File: src/rtl/kof_pkg.sv
// Shared types for the fighting-game match logic: round FSM states,
// round-result codes and a small constant helper.
package kof_pkg;

    typedef enum logic [2:0] {
        IDLE       = 3'd0,
        INTRO      = 3'd1,
        FIGHT      = 3'd2,
        KO         = 3'd3,
        MATCH_OVER = 3'd4
    } round_state_t;

    localparam logic [1:0] WIN_NONE = 2'b00;
    localparam logic [1:0] WIN_P1   = 2'b01;
    localparam logic [1:0] WIN_P2   = 2'b10;
    localparam logic [1:0] WIN_DRAW = 2'b11;

    function automatic int max_frames(input int a, input int b);
        return (a > b) ? a : b;
    endfunction

endpackage

File: src/rtl/round_ctrl_frame_delay.sv
// Loadable frame-tick down-counter; done fires on the tick that finds the
// count at zero, so loading N-1 yields a delay of exactly N ticks.
module frame_delay #(
    parameter int CNT_W = 8
) (
    input  logic             clk,
    input  logic             reset,
    input  logic             load,
    input  logic [CNT_W-1:0] load_val,
    input  logic             en,
    input  logic             tick,
    output logic             done
);

    logic [CNT_W-1:0] cnt_reg;

    always_ff @(posedge clk) begin
        if (reset) begin
            cnt_reg <= '0;
        end else if (load) begin
            cnt_reg <= load_val;
        end else if (en && tick && cnt_reg != '0) begin
            cnt_reg <= cnt_reg - 1'b1;
        end
    end

    assign done = en & tick & (cnt_reg == '0);

endmodule

File: src/rtl/round_ctrl.sv
// Match/round sequencer: start key -> intro freeze -> fight -> KO freeze,
// judging each round from HP and timer and tracking round wins.
module round_ctrl
    import kof_pkg::*;
#(
    parameter int ROUNDS_TO_WIN = 2,
    parameter int MAX_ROUNDS    = 5,
    parameter int INTRO_FRAMES  = 120,
    parameter int KO_FRAMES     = 180,
    parameter int HP_W          = 8
) (
    input  logic            clk,
    input  logic            reset,
    input  logic            frame_tick,
    input  logic            start_key,
    input  logic [5:0]      seconds,
    input  logic [HP_W-1:0] char1_hp,
    input  logic [HP_W-1:0] char2_hp,
    output logic            stop,
    output logic            round_rst,
    output logic [2:0]      state,
    output logic [2:0]      round_num,
    output logic [1:0]      p1_wins,
    output logic [1:0]      p2_wins,
    output logic [1:0]      round_winner,
    output logic            match_over
);

    localparam int CNT_W = $clog2(max_frames(INTRO_FRAMES, KO_FRAMES));
    localparam logic [CNT_W-1:0] INTRO_LOAD = CNT_W'(INTRO_FRAMES - 1);
    localparam logic [CNT_W-1:0] KO_LOAD    = CNT_W'(KO_FRAMES - 1);
    localparam logic [1:0]       WINS_MAX   = 2'(ROUNDS_TO_WIN);
    localparam logic [2:0]       ROUND_MAX  = 3'(MAX_ROUNDS);

    round_state_t     state_reg;
    logic             stop_reg, round_rst_reg, match_over_reg, start_key_q_reg;
    logic [2:0]       round_num_reg;
    logic [1:0]       round_winner_reg;
    logic [1:0]       wins_reg  [2];
    logic [1:0]       wins_next [2];

    logic             start_edge, new_match, round_decided, match_end, delay_done;
    logic             delay_load;
    logic [CNT_W-1:0] delay_load_val;
    logic [1:0]       verdict;

    assign start_edge    = start_key & ~start_key_q_reg;
    assign new_match     = start_edge && (state_reg == IDLE || state_reg == MATCH_OVER);
    assign round_decided = (state_reg == FIGHT) && (verdict != WIN_NONE);
    assign match_end     = (wins_reg[0] == WINS_MAX) || (wins_reg[1] == WINS_MAX) ||
                           (round_num_reg == ROUND_MAX);

    // KO by HP outranks timeout; a timeout compares remaining HP.
    always_comb begin
        verdict = WIN_NONE;
        if (char1_hp == '0 && char2_hp == '0) begin
            verdict = WIN_DRAW;
        end else if (char1_hp == '0) begin
            verdict = WIN_P2;
        end else if (char2_hp == '0) begin
            verdict = WIN_P1;
        end else if (seconds == 6'd0) begin
            if (char1_hp > char2_hp) begin
                verdict = WIN_P1;
            end else if (char1_hp < char2_hp) begin
                verdict = WIN_P2;
            end else begin
                verdict = WIN_DRAW;
            end
        end
    end

    for (genvar gi = 0; gi < 2; gi++) begin : g_wins
        localparam logic [1:0] OWN_CODE = (gi == 0) ? WIN_P1 : WIN_P2;
        assign wins_next[gi] =
            new_match ? 2'd0 :
            (round_decided && verdict == OWN_CODE && wins_reg[gi] != WINS_MAX) ?
                wins_reg[gi] + 2'd1 : wins_reg[gi];
    end

    always_comb begin
        delay_load     = 1'b0;
        delay_load_val = INTRO_LOAD;
        if (new_match) begin
            delay_load = 1'b1;
        end else if (round_decided) begin
            delay_load     = 1'b1;
            delay_load_val = KO_LOAD;
        end else if (state_reg == KO && delay_done && !match_end) begin
            delay_load = 1'b1;
        end
    end

    frame_delay #(.CNT_W(CNT_W)) u_frame_delay (
        .clk      (clk),
        .reset    (reset),
        .load     (delay_load),
        .load_val (delay_load_val),
        .en       (state_reg == INTRO || state_reg == KO),
        .tick     (frame_tick),
        .done     (delay_done)
    );

    always_ff @(posedge clk) begin
        if (reset) begin
            state_reg        <= IDLE;
            stop_reg         <= 1'b1;
            round_rst_reg    <= 1'b0;
            round_num_reg    <= 3'd0;
            round_winner_reg <= WIN_NONE;
            match_over_reg   <= 1'b0;
            start_key_q_reg  <= 1'b0;
            wins_reg[0]      <= 2'd0;
            wins_reg[1]      <= 2'd0;
        end else begin
            start_key_q_reg <= start_key;
            round_rst_reg   <= 1'b0;
            wins_reg[0]     <= wins_next[0];
            wins_reg[1]     <= wins_next[1];
            case (state_reg)
                IDLE, MATCH_OVER: begin
                    if (start_edge) begin
                        state_reg        <= INTRO;
                        round_num_reg    <= 3'd1;
                        round_winner_reg <= WIN_NONE;
                        round_rst_reg    <= 1'b1;
                        match_over_reg   <= 1'b0;
                        stop_reg         <= 1'b1;
                    end
                end
                INTRO: begin
                    if (delay_done) begin
                        state_reg <= FIGHT;
                        stop_reg  <= 1'b0;
                    end
                end
                FIGHT: begin
                    if (verdict != WIN_NONE) begin
                        state_reg        <= KO;
                        stop_reg         <= 1'b1;
                        round_winner_reg <= verdict;
                    end
                end
                KO: begin
                    if (delay_done) begin
                        if (match_end) begin
                            state_reg      <= MATCH_OVER;
                            match_over_reg <= 1'b1;
                        end else begin
                            state_reg     <= INTRO;
                            round_num_reg <= round_num_reg + 3'd1;
                            round_rst_reg <= 1'b1;
                        end
                    end
                end
                default: begin
                    state_reg <= IDLE;
                    stop_reg  <= 1'b1;
                end
            endcase
        end
    end

    assign state        = state_reg;
    assign stop         = stop_reg;
    assign round_rst    = round_rst_reg;
    assign round_num    = round_num_reg;
    assign p1_wins      = wins_reg[0];
    assign p2_wins      = wins_reg[1];
    assign round_winner = round_winner_reg;
    assign match_over   = match_over_reg;

endmodule

File: config.mk
export PLATFORM = sky130hd
export DESIGN_NAME = round_ctrl
export DESIGN_NICKNAME = d
export VERILOG_FILES = /design/src/rtl/kof_pkg.sv /design/src/rtl/round_ctrl_frame_delay.sv /design/src/rtl/round_ctrl.sv
export SDC_FILE = /design/constraint.sdc
export NUM_CORES = 1
export LEC_CHECK = 0
export CORE_MARGIN = 2
export CORE_UTILIZATION = 39
export DETAILED_ROUTE_END_ITERATION = 8
export PLACE_DENSITY = 0.66
export REMOVE_ABC_BUFFERS = 1
export SYNTH_ARGS = -nofsm -noshare
export SYNTH_HDL_FRONTEND = slang
export SYNTH_SLANG_ARGS = --single-unit
File: constraint.sdc
create_clock -name clk -period 4.5 [get_ports clk]
set_input_delay 0.9 -clock clk [delete_from_list [all_inputs] [get_ports clk]]
set_output_delay 0.9 -clock clk [all_outputs]
set_load 0.01 [all_outputs]
=== After elaboration in Yosys (flattened, before gate mapping) ===
Memory sizes are Yosys's and may differ from the RTL's.
Index checks and enable logic that the tools add are counted.
W data, S select, Z words.

* Bits of input ports: 26
* Register bits after elaboration: 20
* Bits in writable memories: 4
* Memories: 1
* Logic and storage cells: 117

* Equal/unequal tests: 17
* Reduce and logical (&&, ||, !) cells: 32
* $add $sub $neg: 4
* Multiplexer cells: 46
* Bitwise logic cells: 7
* $lt $le $gt $ge: 2

{| class="wikitable"
|+ Memory list
! name !! words !! bits a word !! rd ports !! clocked after Yosys merged registers in !! write ports !! RTL line !! source
|-
| wins_reg || 2 || 2 || 2 || 0 || 2 || round_ctrl.sv:39 || <nowiki>logic [1:0] wins_reg [2];</nowiki>
|}

{| class="wikitable"
|+ Operators by type and width
! kind !! number
|-
| $mux W8 || 4
|-
| $mux W2 || 13
|-
| $logic_not A8 Y1 || 3
|-
| $mux W3 || 7
|-
| $mux W1 || 16
|-
| $reduce_and A4 Y1 || 4
|-
| $ne A2 B2 Y1 const B || 7
|-
| $pmux W3 S4 || 1
|-
| $logic_and A1 B1 Y1 || 11
|-
| $gt A8 B8 Y1 || 1
|-
| $lt A8 B8 Y1 || 1
|-
| $reduce_bool A2 Y1 || 4
|-
| $reduce_bool A8 Y1 || 1
|-
| $sub A8 B1 Y8 const B || 1
|-
| $eq A2 B2 Y1 const B || 3
|-
| $eq A3 B2 Y1 const B || 2
|-
| $eq A3 B3 Y1 const B || 2
|-
| $logic_not A6 Y1 || 1
|-
| $pmux W3 S2 || 1
|-
| $add A2 B1 Y2 const B || 2
|-
| $logic_or A1 B1 Y1 || 4
|-
| $pmux W1 S2 || 2
|-
| $pmux W1 S4 || 1
|-
| $pmux W2 S2 || 1
|-
| other kinds (11) || 15
|}

=== Logic depth before layout (Yosys ltp) ===
Gate-level depths: netlist of the first run.

* Depth after elaboration: 14
* Mapped depth: 8
* Depth with buffers taken out: 8

=== Cells and area by module ===
Synthesis of the first run repeated with hierarchy kept, for this count alone.

* Cell total of the unflattened synthesis: 202
* Area total of the unflattened synthesis: 1672.9 um2

{| class="wikitable"
|+ By module, submodules not included
! module !! sequential area each (um2) !! cells each !! instances !! area an instance (um2)
|-
| round_ctrl || 320.3 || 136 || 1 || 1112.3
|-
| frame_delay || 160.2 || 66 || 1 || 560.5
|}

=== Least setup slack after synthesis of the first run ===
OpenSTA, ideal clock, no wires.

* Kind: input port to flip-flop
* Start point: input port char2_hp[7]
* End point: memory wins_reg[0][1]
* Stages: 8
* Path buffers: 0
* Required time: 4409 ps
* Arrival: 2324 ps
* Setup time: 91 ps
* Slack: 2085 ps
* Cell sequence: inv_1 ha_1 nand2_1 o21ai_0 and3b_1 o21ai_0 a21oi_1 a311oi_1

{| class="wikitable"
|+ RTL lines
! what !! RTL line !! source
|-
| start, declared || round_ctrl.sv:18 || <nowiki>input logic [HP_W-1:0] char2_hp,</nowiki>
|-
| end, declared || round_ctrl.sv:39 ||
|}

==> results of run 1 <==
[power by group through the flow]
stage               registers (mW)  logic [mW]  clock network (mW)
floorplan                    0.242      0.0702                   0
global placement             0.242       0.120                   0
detailed placement           0.243       0.121                   0
CTS                          0.238       0.121               0.199
global route                 0.240       0.137               0.203
finish                       0.238       0.120               0.192
[worst reg2reg max path, stage by stage, from the launching register on]
cell and delay, ps:
sky130_fd_sc_hd__dfxtp_1 380, sky130_fd_sc_hd__inv_1 60, sky130_fd_sc_hd__ha_1 180, sky130_fd_sc_hd__a211oi_1 500, sky130_fd_sc_hd__nand3_1 140, sky130_fd_sc_hd__nor2_1 250
sky130_fd_sc_hd__mux2_2 370, sky130_fd_sc_hd__nor2_1 70
[logic make-up after synthesis]
family / Yosys count / synth area share
buffers and inverters: 18 / 0.04617
XOR/XNOR: 8 / 0.04617
adder cells (fa/ha/maj): 13 / 0.1072
AO/OA/AOI/OAI: 46 / 0.1929
flip-flops: 24 / 0.3166
AND/OR/NAND/NOR: 77 / 0.2836
multiplexers: 1 / 0.007419
[per-layer routing]
layer / global-route usage / wire length (um)
met3: 0.03066 / 127
met2: 0.2913 / 1603
met5: 0 / 0
met1: 0.2261 / 1683
met4: 0.04337 / 14
[through the flow]
step,area [um^2],std cells
global placement,1961,271
finish,2032,275
global route,2032,275
detailed placement,1961,271
floorplan,1500,183
CTS,2032,275
[worst max path at each step]
stage / end / slack (ps)
6_report: wins_reg[0][1] / 1560
5_1_grt: wins_reg[0][1] / 1390
4_1_cts: wins_reg[0][1] / 1600
3_5_place_dp: wins_reg[0][1] / 1320
3_3_place_gp: wins_reg[0][1] / 1370
2_1_floorplan: wins_reg[0][1] / 2080
[cell type report]
class                   count  area (um^2)
repair buffers             40        400.4
clock inverters             1        30.03
well taps                  48        60.06
inverters                  14        52.55
fillers                   364         1657
multi-input cells         145        967.2
flip-flops and latches     24        480.5
clock buffers               3        41.29
[cells in the final DEF (no fill, tap or decap), types with 2 or more instances in the layout]
master	netlist	routed
sky130_fd_sc_hd__nand3b_1	3	3
sky130_fd_sc_hd__a21o_1	2	2
sky130_fd_sc_hd__a32oi_1	2	2
sky130_fd_sc_hd__nand2_1	13	13
sky130_fd_sc_hd__o31ai_1	2	2
sky130_fd_sc_hd__nand4_1	3	3
sky130_fd_sc_hd__clkbuf_8	0	3
sky130_fd_sc_hd__a31oi_1	2	2
sky130_fd_sc_hd__nand2b_1	2	2
sky130_fd_sc_hd__xnor2_1	3	3
sky130_fd_sc_hd__and2_1	5	5
sky130_fd_sc_hd__o21ai_0	8	8
sky130_fd_sc_hd__nor4_1	6	6
sky130_fd_sc_hd__inv_1	14	14
sky130_fd_sc_hd__a311oi_1	2	2
sky130_fd_sc_hd__o211ai_1	2	2
sky130_fd_sc_hd__and3_1	2	2
sky130_fd_sc_hd__nor2_1	17	17
sky130_fd_sc_hd__nor2b_1	4	4
sky130_fd_sc_hd__xor2_1	5	5
sky130_fd_sc_hd__clkdlybuf4s50_1	0	40
sky130_fd_sc_hd__nand3_1	6	6
sky130_fd_sc_hd__o2111ai_1	2	2
sky130_fd_sc_hd__nor3b_1	2	2
sky130_fd_sc_hd__nor3_1	5	5
sky130_fd_sc_hd__dfxtp_1	24	24
sky130_fd_sc_hd__and3b_1	2	2
sky130_fd_sc_hd__a21oi_1	19	19
sky130_fd_sc_hd__a211oi_1	3	3
sky130_fd_sc_hd__ha_1	13	13
==> results.txt, run 1 <==
Share of power burned in the clock network = 0.349
Accumulated negative setup slack = 0 ps
Setup slack of the worst register-to-register path = 2490 ps
Number of placed I/O pins = 41
Number of buffers on the longest clock path = 2
Number of antenna violations at the first check in global routing = 0
Final weighted congestion of routability-driven global placement = 0.9172
Total routed wirelength = 3.429 mm
Post-synthesis sequential area ratio = 0.3166
Max-slew violation total from the final report = 0
Worst hold-check slack = 472.6 ps
Number of cells traversed by the worst register-to-register path = 7
Hold buffer count at CTS = 0
Clk Latency, worst-skew pair = 270 ps
Switching Fraction = 0.2618
GRT Overall Usage = 0.1726
Actual slew at the worst max-slew pin = 741.1 ps
Number of vias per cell after detailed routing = 5.229
Clock-pin slew of the registers on the worst-case setup and hold paths = 90 ps
Tcrit/Tclk final = 0.6529
Outcome = finished clean
Maximum fanout along the worst path = 4
DRC Markers = 0
Yosys warning count = 0
DIE WIDTH = 66.38 um
CTS root buffer = sky130_fd_sc_hd__clkbuf_8
Share of layout cells above drive strength 1 = 0.04846
Logic depth of the worst setup path including buffers = 9
Switching Power = 144.0 uW
Number of stages on the worst hold path = 2
Synth Flop Type = sky130_fd_sc_hd__dfxtp_1
Count of antenna diodes in the layout = 0
Postcts setup bufs = 0
Final setup slack of the worst path = 1562 ps
Count of buffering cells on the critical path with inverters included = 2
Startpoint-to-endpoint class of the critical path = in -> reg
Worst Setup Start Kind = input pin
Global-route wire length before repair = 6.058 mm
GR Overflow Total = 0
Endpoint type of the worst setup path = flip-flop
Placeable core area = 0.003689 mm^2
Start point of the critical path = char2_hp[5]
Antenna-violating nets left = 0
Setup violation total in the final timing report = 0
Hold Violations, Final = 0
Maximum level of the CTS H-tree = 1
Min-Delay Path Class = reg -> reg
Relative slew margins = 0.5044
Post-Syn Instances = 187
DIE AREA = 0.004406 mm^2
Number of enable flip-flop cells after synthesis = 0
Proportion of synthesized flip-flops having asynchronous set or reset = 0
Power after layout = 550.2 uW
End-of-flow core utilization = 0.5509
DP Worst Slack = 1321 ps
Area of the mapped netlist = 0.001518 mm^2
Total iterations of the first detailed-routing run = 4
Capture endpoint of the worst hold path = match_over
Number of buffers inserted by port buffering = 40
Leading cell type by number of instances after synthesis = sky130_fd_sc_hd__dfxtp_1
Post-Syn Area per Cell = 8.116 um^2
Final HPWL from detailed placement = 2.762 mm
Worst-path cell with the longest stage delay = sky130_fd_sc_hd__clkdlybuf4s50_1
Fraction of synthesized cell area taken by the top area cell type = 0.3166
CTS tree = yes
Number of global-route vias before repair = 1,368
Std-Cell Rows = 22
Distinct cell type count of the synthesized netlist = 40
Chip Height = 66.38 um
Max Clock Skew = 1.503 ps
Flip-flop count of the largest register, all copies and words added = 8
Cell leakage power = 0.7540 nW
FF-to-FF Start = round_num[1]
Post-synthesis register bit count = 24
Biggest cell delay along the critical path = 480 ps
Post_cts resized = 0
Crit-path leading delay family = compound AO/OA/AOI/OAI gates
Post-synth top cells = 24 x sky130_fd_sc_hd__dfxtp_1, 19 x sky130_fd_sc_hd__a21oi_1, 17 x sky130_fd_sc_hd__nor2_1
RSZ-0062 raised after global routing = false
Total number of nets in the final design = 267
Initial core utilization = 0.4115
Main area contributors after synthesis = sky130_fd_sc_hd__dfxtp_1 32%, sky130_fd_sc_hd__ha_1 11%, sky130_fd_sc_hd__a21oi_1 6.3%
Cell taking the most area after synthesis = sky130_fd_sc_hd__dfxtp_1
Max-cap viol count = 0
Average routed wire per standard cell = 12.47 um
Number of sinks driven by the clock tree = 24
Critical path data arrival time = 3120 ps
Gate power share = 0.219
Part of the power in registers = 0.432
Clock buffer count from CTS = 3
Initial drt markers = 93
Beginning of the worst hold path = match_over
Crit path time final = 2938 ps
Reg-to-reg critical path endpoint = round_num[1]
Via count of the routed design = 1,438
Worst supply voltage drop on vdd = 0.1201 mV
Synthesis-to-layout area growth = 33.88%
Maximum number of pins on one net before global-route repair = 21
Power Internal = 406.2 uW
Worst path cell trace = clkdlybuf4s50_1 -> inv_1 -> ha_1 -> a21oi_1 -> o21ai_0 -> and3b_1 -> o21ai_0 -> a21oi_1 -> a311oi_1
Total power per unit cell area = 270.8 mW/mm^2
Crit path required time = 4680 ps
Maximum clock frequency = 0.3404 GHz
Note: power is estimated with default switching activity, not from simulation.
==> inputs of run 2 (changes only) <==
==> constraint.sdc (replaced) <==
create_clock -name clk -period 2.8 [get_ports clk]
set_input_delay 0.56 -clock clk [delete_from_list [all_inputs] [get_ports clk]]
set_output_delay 0.56 -clock clk [all_outputs]
set_load 0.01 [all_outputs]
==> results.txt, run 2 (same netlist as run 1, synthesis figures left out) <==
Outcome = finished clean
GR Overflow Total = 0
Accumulated negative setup slack = 0 ps
Cell leakage power = 0.7501 nW
Count of antenna diodes in the layout = 0
Number of placed I/O pins = 41
Maximum clock frequency = 0.4084 GHz
Number of filler instances in the final layout = 379
Number of cells traversed by the worst register-to-register path = 5
Critical path data arrival time = 2620 ps
Capture endpoint of the worst hold path = match_over
DP Worst Slack = 67.62 ps
Synthesis-to-layout area growth = 32.89%
Number of global-route vias before repair = 1,412
Number of antenna violations at the first check in global routing = 0
Post-layout instance area = 0.002017 mm^2
Std-Cell Rows = 22
Initial drt markers = 126
Min-Delay Path Class = reg -> reg
Crit path required time = 2980 ps
Flip-flop count of the largest register, all copies and words added = 8
GRT Overall Usage = 0.1779
Share of layout cells above drive strength 1 = 0.05263
Clock-pin slew of the registers on the worst-case setup and hold paths = 80 ps
Cell total after placement = 273
Maximum level of the CTS H-tree = 1
Total number of nets in the final design = 269
Final standard cell count with taps included and fillers excluded = 276
Max Clock Skew = 5.680 ps
Multi-input combinational cell area = 967.2 um^2
Maximum number of pins on one net before global-route repair = 19
Hold Violations, Final = 0
End-of-flow core utilization = 0.5468
Clk Latency, worst-skew pair = 260 ps
DIE AREA = 0.004406 mm^2
Startpoint-to-endpoint class of the critical path = in -> reg
Crit path time final = 2449 ps
Number of buffers inserted by port buffering = 40
Beginning of the worst hold path = match_over
Number of buffers on the longest clock path = 2
Number of sinks driven by the clock tree = 24
Via count of the routed design = 1,475
CTS tree = yes
Antenna-violating nets left = 0
Endpoint type of the worst setup path = flip-flop
Average routed wire per standard cell = 12.45 um
Actual slew at the worst max-slew pin = 522.8 ps
Max-slew violation total from the final report = 0
Placeable core area = 0.003689 mm^2
Initial core utilization = 0.4115
RSZ-0062 raised after global routing = false
Tcrit/Tclk final = 0.8745
FF-to-FF Start = state[1]
Setup violation total in the final timing report = 0
Power after layout = 775.6 uW
Number of vias per cell after detailed routing = 5.344
Global-route wire length before repair = 6.147 mm
Post_cts resized = 0
Final setup slack of the worst path = 351.4 ps
DIE WIDTH = 66.38 um
Number of stages on the worst hold path = 2
Relative slew margins = 0.6494
Area of all sequential standard cells = 480.5 um^2
Worst Setup Start Kind = input pin
Total power per unit cell area = 384.5 mW/mm^2
Highest-count cells in the layout ignoring fill and taps = 40 x sky130_fd_sc_hd__clkdlybuf4s50_1, 24 x sky130_fd_sc_hd__dfxtp_1, 19 x sky130_fd_sc_hd__a21oi_1, 17 x sky130_fd_sc_hd__nor2_1, 14 x sky130_fd_sc_hd__inv_1
Total iterations of the first detailed-routing run = 4
Hold buffer count at CTS = 0
Reg-to-reg critical path endpoint = wins_reg[0][3]
Postcts setup bufs = 0
Chip Height = 66.38 um
Worst supply voltage drop on vdd = 0.2069 mV
Setup slack of the worst register-to-register path = 800 ps
Most common cell after layout, fill and taps aside = sky130_fd_sc_hd__clkdlybuf4s50_1
DRC Markers = 0
Maximum fanout along the worst path = 4
Clock buffer count from CTS = 3
Placed standard-cell area = 0.001976 mm^2
Worst hold-check slack = 473.1 ps
Final weighted congestion of routability-driven global placement = 0.9317
Max-cap viol count = 0
CTS root buffer = sky130_fd_sc_hd__clkbuf_8
Total routed wirelength = 3.436 mm
Final HPWL from detailed placement = 2.737 mm
run 2: cell type report:
class | instances | area share
multi-input cells | 145 | 0.4795
flip-flops and latches | 24 | 0.2382
repair buffers | 42 | 0.2060
well taps | 48 | 0.02978
inverters | 14 | 0.02605
clock buffers | 3 | 0.02047
run 2: power by group:
group | internal (mW) | total, mW | leakage (nW) | switching (mW)
sequential | 0.360 | 0.381 | 0.196 | 0.0213
clock | 0.0961 | 0.200 | 0.0216 | 0.104
combinational | 0.102 | 0.194 | 0.532 | 0.0918
run 2: critical path, cell delays in order:
cell                              delay [ps]
sky130_fd_sc_hd__clkdlybuf4s50_1         470
sky130_fd_sc_hd__inv_1                    40
sky130_fd_sc_hd__ha_1                    300
sky130_fd_sc_hd__nand2_1                  70
sky130_fd_sc_hd__o21ai_0                 280
sky130_fd_sc_hd__and3b_1                 210
sky130_fd_sc_hd__o21ai_0                 340
sky130_fd_sc_hd__a21oi_1                 120
sky130_fd_sc_hd__a311oi_1                240
run 2: metal layers:
layer / global-route usage / vias to the layer above / part of all wire
met5: 0 / - / 0
met4: 0.04592 / 0 / 0.0073
met3: 0.03237 / 2 / 0.051
met2: 0.3100 / 37 / 0.47
met1: 0.2238 / 677 / 0.47
li1: - / 759 / -
run 2: worst max-delay path by stage:
stage,slack (ps),from,to
CTS,340,char2_hp[7],wins_reg[0][1]
global placement,110,char2_hp[7],wins_reg[0][1]
global route,120,char2_hp[7],wins_reg[0][1]
detailed placement,70,char2_hp[7],wins_reg[0][1]
finish,350,char2_hp[7],wins_reg[0][1]
floorplan,720,char2_hp[7],wins_reg[0][1]
==> inputs of run 3 (changes only) <==
--- a/config.mk
+++ b/config.mk
@@ -5,8 +5,8 @@
 export SDC_FILE = /design/constraint.sdc
 export NUM_CORES = 1
 export LEC_CHECK = 0
-export CORE_MARGIN = 2
 export CORE_UTILIZATION = 39
+export CTS_BUF_LIST = sky130_fd_sc_hd__clkbuf_4 sky130_fd_sc_hd__clkbuf_8
 export DETAILED_ROUTE_END_ITERATION = 8
 export PLACE_DENSITY = 0.66
 export REMOVE_ABC_BUFFERS = 1
==> results.txt, run 3 (same netlist as run 1, synthesis figures left out) <==
Flip-flop count of the largest register, all copies and words added = 8
Worst path cell trace = clkdlybuf4s50_1 -> inv_1 -> ha_1 -> nand2_1 -> o21ai_0 -> and3b_1 -> o21ai_0 -> a21oi_1 -> a311oi_1
Most common cell after layout, fill and taps aside = sky130_fd_sc_hd__clkdlybuf4s50_1
Number of antenna violations at the first check in global routing = 0
Total number of nets in the final design = 269
Relative slew margins = 0.6289
Power Internal = 653.7 uW
Crit path required time = 2980 ps
Endpoint type of the worst setup path = flip-flop
Hold buffer count at CTS = 0
Hold Violations, Final = 0
Number of filler instances in the final layout = 347
Start point of the critical path = char2_hp[7]
Synthesis-to-layout area growth = 34.87%
Worst supply voltage drop on vdd = 0.1945 mV
Maximum level of the CTS H-tree = 1
Share of power burned in the clock network = 0.348
Number of global-route vias before repair = 1,469
Number of sinks driven by the clock tree = 24
Outcome = finished clean
Beginning of the worst hold path = match_over
Max-slew violation total from the final report = 0
Worst hold-check slack = 463.8 ps
Initial core utilization = 0.4115
Total routed wirelength = 3.417 mm
RSZ-0062 raised after global routing = false
Cell type with the highest occurrence count on the critical path = sky130_fd_sc_hd__o21ai_0
Maximum clock frequency = 0.4025 GHz
FF-to-FF Start = wins_reg[0][2]
Setup violation total in the final timing report = 0
Global-route wire length before repair = 6.216 mm
Total iterations of the first detailed-routing run = 4
Part of the power in registers = 0.431
Biggest cell delay along the critical path = 470 ps
Multi-input combinational cell area = 967.2 um^2
Total power per unit cell area = 431.9 mW/mm^2
Critical path data arrival time = 2660 ps
Tcrit/Tclk final = 0.8872
Std-Cell Rows = 22
Number of vias per cell after detailed routing = 5.245
Via count of the routed design = 1,453
Switching Power = 230.4 uW
Number of buffers on the longest clock path = 2
Final weighted congestion of routability-driven global placement = 0.8778
CTS tree = yes
Placeable core area = 0.003689 mm^2
Worst-path cell with the longest stage delay = sky130_fd_sc_hd__clkdlybuf4s50_1
Antenna-violating nets left = 0
Share of layout cells above drive strength 1 = 0.05677
DIE WIDTH = 64.38 um
Maximum number of pins on one net before global-route repair = 17
Number of buffers inserted by port buffering = 40
Average routed wire per standard cell = 12.34 um
Cell leakage power = 0.7643 nW
Switching Fraction = 0.2606
Worst Setup Start Kind = input pin
Chip Height = 64.38 um
DIE AREA = 0.004145 mm^2
Maximum fanout along the worst path = 4
Gate power share = 0.221
Postcts setup bufs = 0
Initial drt markers = 74
Clk Latency, worst-skew pair = 270 ps
Area of all sequential standard cells = 480.5 um^2
Actual slew at the worst max-slew pin = 553.3 ps
DRC Markers = 0
CTS root buffer = sky130_fd_sc_hd__clkbuf_8
Startpoint-to-endpoint class of the critical path = in -> reg
Post_cts resized = 0
Accumulated negative setup slack = 0 ps
Crit path time final = 2484 ps
Clock-pin slew of the registers on the worst-case setup and hold paths = 80 ps
Max-cap viol count = 0
Number of placed I/O pins = 41
Min-Delay Path Class = reg -> reg
Max Clock Skew = 5.007 ps
Count of antenna diodes in the layout = 0
Final HPWL from detailed placement = 2.689 mm
Highest-count cells in the layout ignoring fill and taps = 40 x sky130_fd_sc_hd__clkdlybuf4s50_1, 24 x sky130_fd_sc_hd__dfxtp_1, 19 x sky130_fd_sc_hd__a21oi_1, 17 x sky130_fd_sc_hd__nor2_1, 14 x sky130_fd_sc_hd__inv_1
Clock buffer count from CTS = 3
GRT Overall Usage = 0.1860
GR Overflow Total = 0
## run 3: cell count changes in the layout (fill, tap and decap cells not counted)
cell and delta:
sky130_fd_sc_hd__bufinv_16 +1
## run 3: power groups by stage
stage / clock network (mW) / registers, mW / logic, mW
2_1_floorplan: 0 / 0.388 / 0.113
3_3_place_gp: 0 / 0.389 / 0.194
3_5_place_dp: 0 / 0.390 / 0.194
4_1_cts: 0.316 / 0.381 / 0.196
5_1_grt: 0.333 / 0.385 / 0.220
6_report: 0.307 / 0.381 / 0.195
## run 3: cell type report
| cell class | instances | area share |
|---|---|---|
| Multi-Input combinational cell | 145 | 0.4725 |
| Inverter | 14 | 0.02567 |
| Clock buffer | 3 | 0.02017 |
| Tap cell | 48 | 0.02934 |
| Sequential cell | 24 | 0.2347 |
| Timing Repair Buffer | 42 | 0.2029 |
| Clock inverter | 1 | 0.01467 |
## run 3: worst paths after layout
check / endpoint / slack (ps) / depth (start not counted)
hold reg to reg: match_over / 460 / 2
setup / recovery: wins_reg[0][1] / 320 / 9
setup reg to reg: round_num[1] / 820 / 7
hold / removal: match_over / 460 / 2
## run 3: worst max-delay path, delay by kind of cell
kind | cells | cell delay, ps
buf+inv | 2 | 510
fa+ha+maj | 1 | 300
compound gates | 4 | 1000
simple gates | 2 | 290
## run 3: metrics by stage
step	worst slack (ps)	std cells	power, mW	instance area, um^2	util
2_1_floorplan	724.6	183	0.5012	1500	-
3_3_place_gp	106.1	273	0.5832	1976	0.5356
3_5_place_dp	50.08	273	0.5836	1976	0.5356
4_1_cts	328.4	277	0.8930	2047	0.5550
5_1_grt	102.8	277	0.9380	2047	0.5550
6_report	315.8	277	0.8841	2047	0.5550
## run 3: routing by layer
| metal | routed length [um] | track usage | vias up |
|---|---|---|---|
| met4 | 53 | 0.07778 | 0 |
| met5 | 0 | 0 | - |
| met3 | 126 | 0.03214 | 4 |
| met2 | 1609 | 0.3303 | 35 |
| li1 | - | - | 764 |
| met1 | 1628 | 0.2170 | 650 |
==> edit 1, RTL diff (flow settings as in run 3) <==
Register the outputs `p1_wins` and `p2_wins`, cleared by the reset; this adds one clock of latency there. The other outputs are not delayed to match.
--- a/src/rtl/round_ctrl.sv
+++ b/src/rtl/round_ctrl.sv
@@ -166,6 +166,13 @@
     assign round_rst    = round_rst_reg;
     assign round_num    = round_num_reg;
-    assign p1_wins      = wins_reg[0];
-    assign p2_wins      = wins_reg[1];
+    always_ff @(posedge clk) begin
+        if (reset) begin
+            p1_wins <= '0;
+            p2_wins <= '0;
+        end else begin
+            p1_wins <= wins_reg[0];
+            p2_wins <= wins_reg[1];
+        end
+    end
     assign round_winner = round_winner_reg;
     assign match_over   = match_over_reg;
Formal check against the unedited RTL: same outputs for any inputs over 10 cycles, from zero or initial values and one cycle with reset high; that may be too few to reach the edited logic, so the function may still have changed.
==> edit 1 against run 3 <==
  * Global-route usage fell by 1.6 points
  * Routed wire length rose by 0.61%
  * Synthesized area up 9.6%
  * Via count is essentially flat
  * Sequential cell count is 4 higher
  * Sequential power up 16%
  * Power up 8.9%
  * Sequential share of layout area up 2.0 points
  * First-iteration DRC count down 30%
  * Setup slack got worse by 14 ps
  * Critical endpoint is now wins_reg[0][3]$_SDFFE_PP0P_
  * Cell area increased by 7.6%
  * Clock skew down 2.4 ps
==> edit 1: results (changes against run 3) <==
[routing]
met1_length_mm=1.689  ; +3.7%
wl_met2_mm=1.604  ; -0.31%
route.met3.wl_um=88  ; -30%
dr.first_iter.drc_count=52  ; -30%
vias=1452  ; -0.069%

[place]
dp_hpwl_mm=2.741  ; +1.9%
globalplace.congestion=0.7749  ; -12%

[global_routing]
grt_pass1_vias=1325  ; -9.8%
met1_usage_pct=21.87  ; +0.17 points
grt_use_total_pct=16.96  ; -1.6 points
grt_first_pass_wirelength_mm=5.823  ; -6.3%
grtUsageMet2_pct=28.00  ; -5.0 points

[critical_path]
r2r_cells=8  ; +1
critPathCapture=wins_reg[0][3]$_SDFFE_PP0P_
critPathArrivalTime_ps=2700  ; +40 ps
r2r-end=round_num[2]$_SDFFE_PP0P_
ff2ff_setup_slack_ps=900  ; +80 ps

[power]
p_leak_nw=0.8246  ; +7.9%
p_sw_mw=0.2514  ; +9.1%
vdd_drop_max_uv=197.0  ; +1.3%
combPwrFrac_pct=20.5  ; -1.6 points

[yosys]
seq_area_frac_synth_pct=33.68  ; +2.0 points
synthAdderAreaFrac_pct=9.774  ; -0.94 points
synth_compound_area_share_pct=18.12  ; -1.2 points
synth.distinct_cells=50  ; +25%
synthXorXnorAreaFrac_pct=4.211  ; -0.41 points
synthTopCellsByCount=dfxtp_1, nor2_1, nand2_1
synth_seq_cells=28  ; +17%
synthMuxAreaShare_pct=1.880  ; +1.1 points

[finish]
bufAreaShareNonClock_pct=19.20  ; -1.1 points
seq_area_um2=560.5  ; +17%
num-nonclk-buffers=43  ; +2.4%
num-nonclk-inverters=15  ; +1
multi_input_gates=139  ; -4.1%
clkCellAreaFrac_pct=3.239  ; -0.25 points

[min_path]
holdPathEnd=wins_reg[0][0]$_SDFFE_PP0P_
min_from=wins_reg[0][0]$_SDFFE_PP0P_

[run_status]
status=finished, final reports clean

[sta]
relSlewSlack_pct=64.42  ; +1.5 points
final.setup_skew_ps=2.574  ; -2.434 ps

[clocking]
cts.clk_slew.worst_paths_ps=100  ; +20 ps

## edit 1: cell count changes in the layout (fill, tap and decap cells not counted), sizes merged, moves of 3 or more
| cell | before | now |
|---|---|---|
| nand2 | 14 | 18 |
| dfxtp | 24 | 28 |
| nand3 | 6 | 2 |
| o21ai | 8 | 4 |
| nor3 | 5 | 8 |
## edit 1: per-stage QoR
step	util, %	hold slack [ps]	setup slack [ps]	instance area, µm²	cells
2_1_floorplan	-	434.7	615.3	1645	182
3_3_place_gp	52.51	443.8	87.08	2131	275
3_5_place_dp	52.51	457.2	16.46	2131	275
4_1_cts	54.27	471.2	322.8	2202	279
5_1_grt	54.27	510.1	209.7	2202	279
6_report	54.27	466.8	301.5	2202	279
## edit 1: power groups by stage
stage               clock, mW  sequential (mW)  combinational [mW]
floorplan                   0            0.450               0.113
global placement            0            0.451               0.196
detailed placement          0            0.452               0.198
CTS                     0.330            0.443               0.199
global route            0.341            0.446               0.219
finish                  0.323            0.443               0.197
==> edit 2, RTL diff (config.mk and constraints of run 3) <==
Without the edit above. `INTRO_FRAMES`: 120 -> 240.
--- a/src/rtl/round_ctrl.sv
+++ b/src/rtl/round_ctrl.sv
@@ -6,5 +6,5 @@
     parameter int ROUNDS_TO_WIN = 2,
     parameter int MAX_ROUNDS    = 5,
-    parameter int INTRO_FRAMES  = 120,
+    parameter int INTRO_FRAMES  = 240,
     parameter int KO_FRAMES     = 180,
     parameter int HP_W          = 8
Behaviour: no difference found for any inputs over 10 cycles, from zero or initial values and one cycle with reset high; that may be too few to reach the edited logic, so the function may still have changed.
==> edit 2 against run 3 <==
  * Final cell count shrank 0.36%
  * Synthesized area unchanged
  * Die area did not move
  * Power is 1.1% lower
  * Routed wire length decreased by 3.5%
  * Sequential cell count did not move
  * Largest cell class unchanged
  * Synthesized cell count shrank 2.1%
  * Setup slack worse by 3.8 ps
  * Cell area grew 0.86%
==> edit 2: results (changes against run 3) <==
[run_status]
status=finished, final reports clean

[global_routing]
grtUsageMet2_pct=29.21  ; -3.8 points
grt_first_pass_wirelength_mm=5.906  ; -5.0%
grt_max_degree=15  ; -2
grt_pass1_vias=1366  ; -7.0%
grt_use_total_pct=17.90  ; -0.70 points
grt.met3_usage_pct=2.679  ; -0.54 points
met1_usage_pct=23.70  ; +2.0 points

[min_path]
hold_path_depth=2  ; unchanged
holdPathEnd=round_winner[1]$_SDFFE_PP0P_
min_from=round_winner[1]$_SDFFE_PP0P_

[critical_path]
critPathLaunchType=primary input
r2r_cells=8  ; +1
r2r-end=round_num[2]$_SDFFE_PP0P_
crit_family=buffers and inverters
timing.critical_path.from=char2_hp[5]
ff2ff_setup_slack_ps=650  ; -170 ps

[yosys]
synth_area_leaders=dfxtp_1, ha_1, nor2_1
synth.distinct_cells=43  ; +7.5%
synth-edff-count=0  ; unchanged
synthTopCellsByCount=dfxtp_1, nor2_1, nand2_1
syn_inst=183  ; -2.1%
synthXorXnorAreaFrac_pct=4.040  ; -0.58 points
synthMuxAreaShare_pct=2.391  ; +1.6 points
synth_compound_area_share_pct=18.80  ; -0.49 points

[routing]
drt_wl_total_mm=3.298  ; -3.5%
drt_pass1_iterations=4  ; unchanged
via_per_inst=5.156  ; -1.7%
met1_length_mm=1.719  ; +5.6%
route.met3.wl_um=123  ; -2.4%
wl_met2_mm=1.416  ; -12%

[sta]
timing.hold.ws_ps=483.2  ; +19.35 ps
relSlewSlack_pct=61.57  ; -1.3 points
final.setup_skew_ps=8.573  ; +3.566 ps

[power]
clock_power_mw=0.300  ; -2%
p_leak_nw=0.7936  ; +3.8%
internal-power_mw=0.6547  ; +0.15%
vdd_drop_max_uv=233.4  ; +20%
powerComb_mw=0.192

[finish]
fill_cells=364  ; +4.9%
antennaDiodeCount=0  ; unchanged
nets=268  ; -0.37%
layout-drive-gt1-share_pct=7.456  ; +1.8 points

[place]
globalplace.congestion=0.7885  ; -10%
dp_hpwl_mm=2.670  ; -0.70%

edit 2: cell types whose count changed in the layout (fill, tap and decap cells not counted), moves of 3 or more:
cell / run 3 / this run
a21oi_1: 19 / 10
nor2_1: 17 / 23
nand2_1: 13 / 17
o21ai_0: 8 / 4
and2_1: 5 / 2
and4_1: 0 / 3
buf_4: 2 / 5
nand4_1: 3 / 0
o21a_1: 0 / 3
xor2_1: 5 / 2
edit 2: final cells by class:
class,count,area (µm²),area share [%]
clock buffers,3,41.29,2.000
inverters,15,56.30,2.727
repair buffers,45,437.9,21.21
well taps,48,60.06,2.909
flip-flops and latches,24,480.5,23.27
clock inverters,1,30.03,1.455
multi-input cells,140,958.4,46.42
edit 2: stage by stage:
step / power (mW) / area, µm² / worst slack (ps)
after floorplan: 0.4947 / 1495 / 631.6
after global placement: 0.5794 / 1993 / 93.53
after detailed placement: 0.5813 / 1993 / 32.77
after CTS: 0.8850 / 2064 / 330.4
after global routing: 0.9257 / 2064 / 169.1
final: 0.8740 / 2064 / 312.0
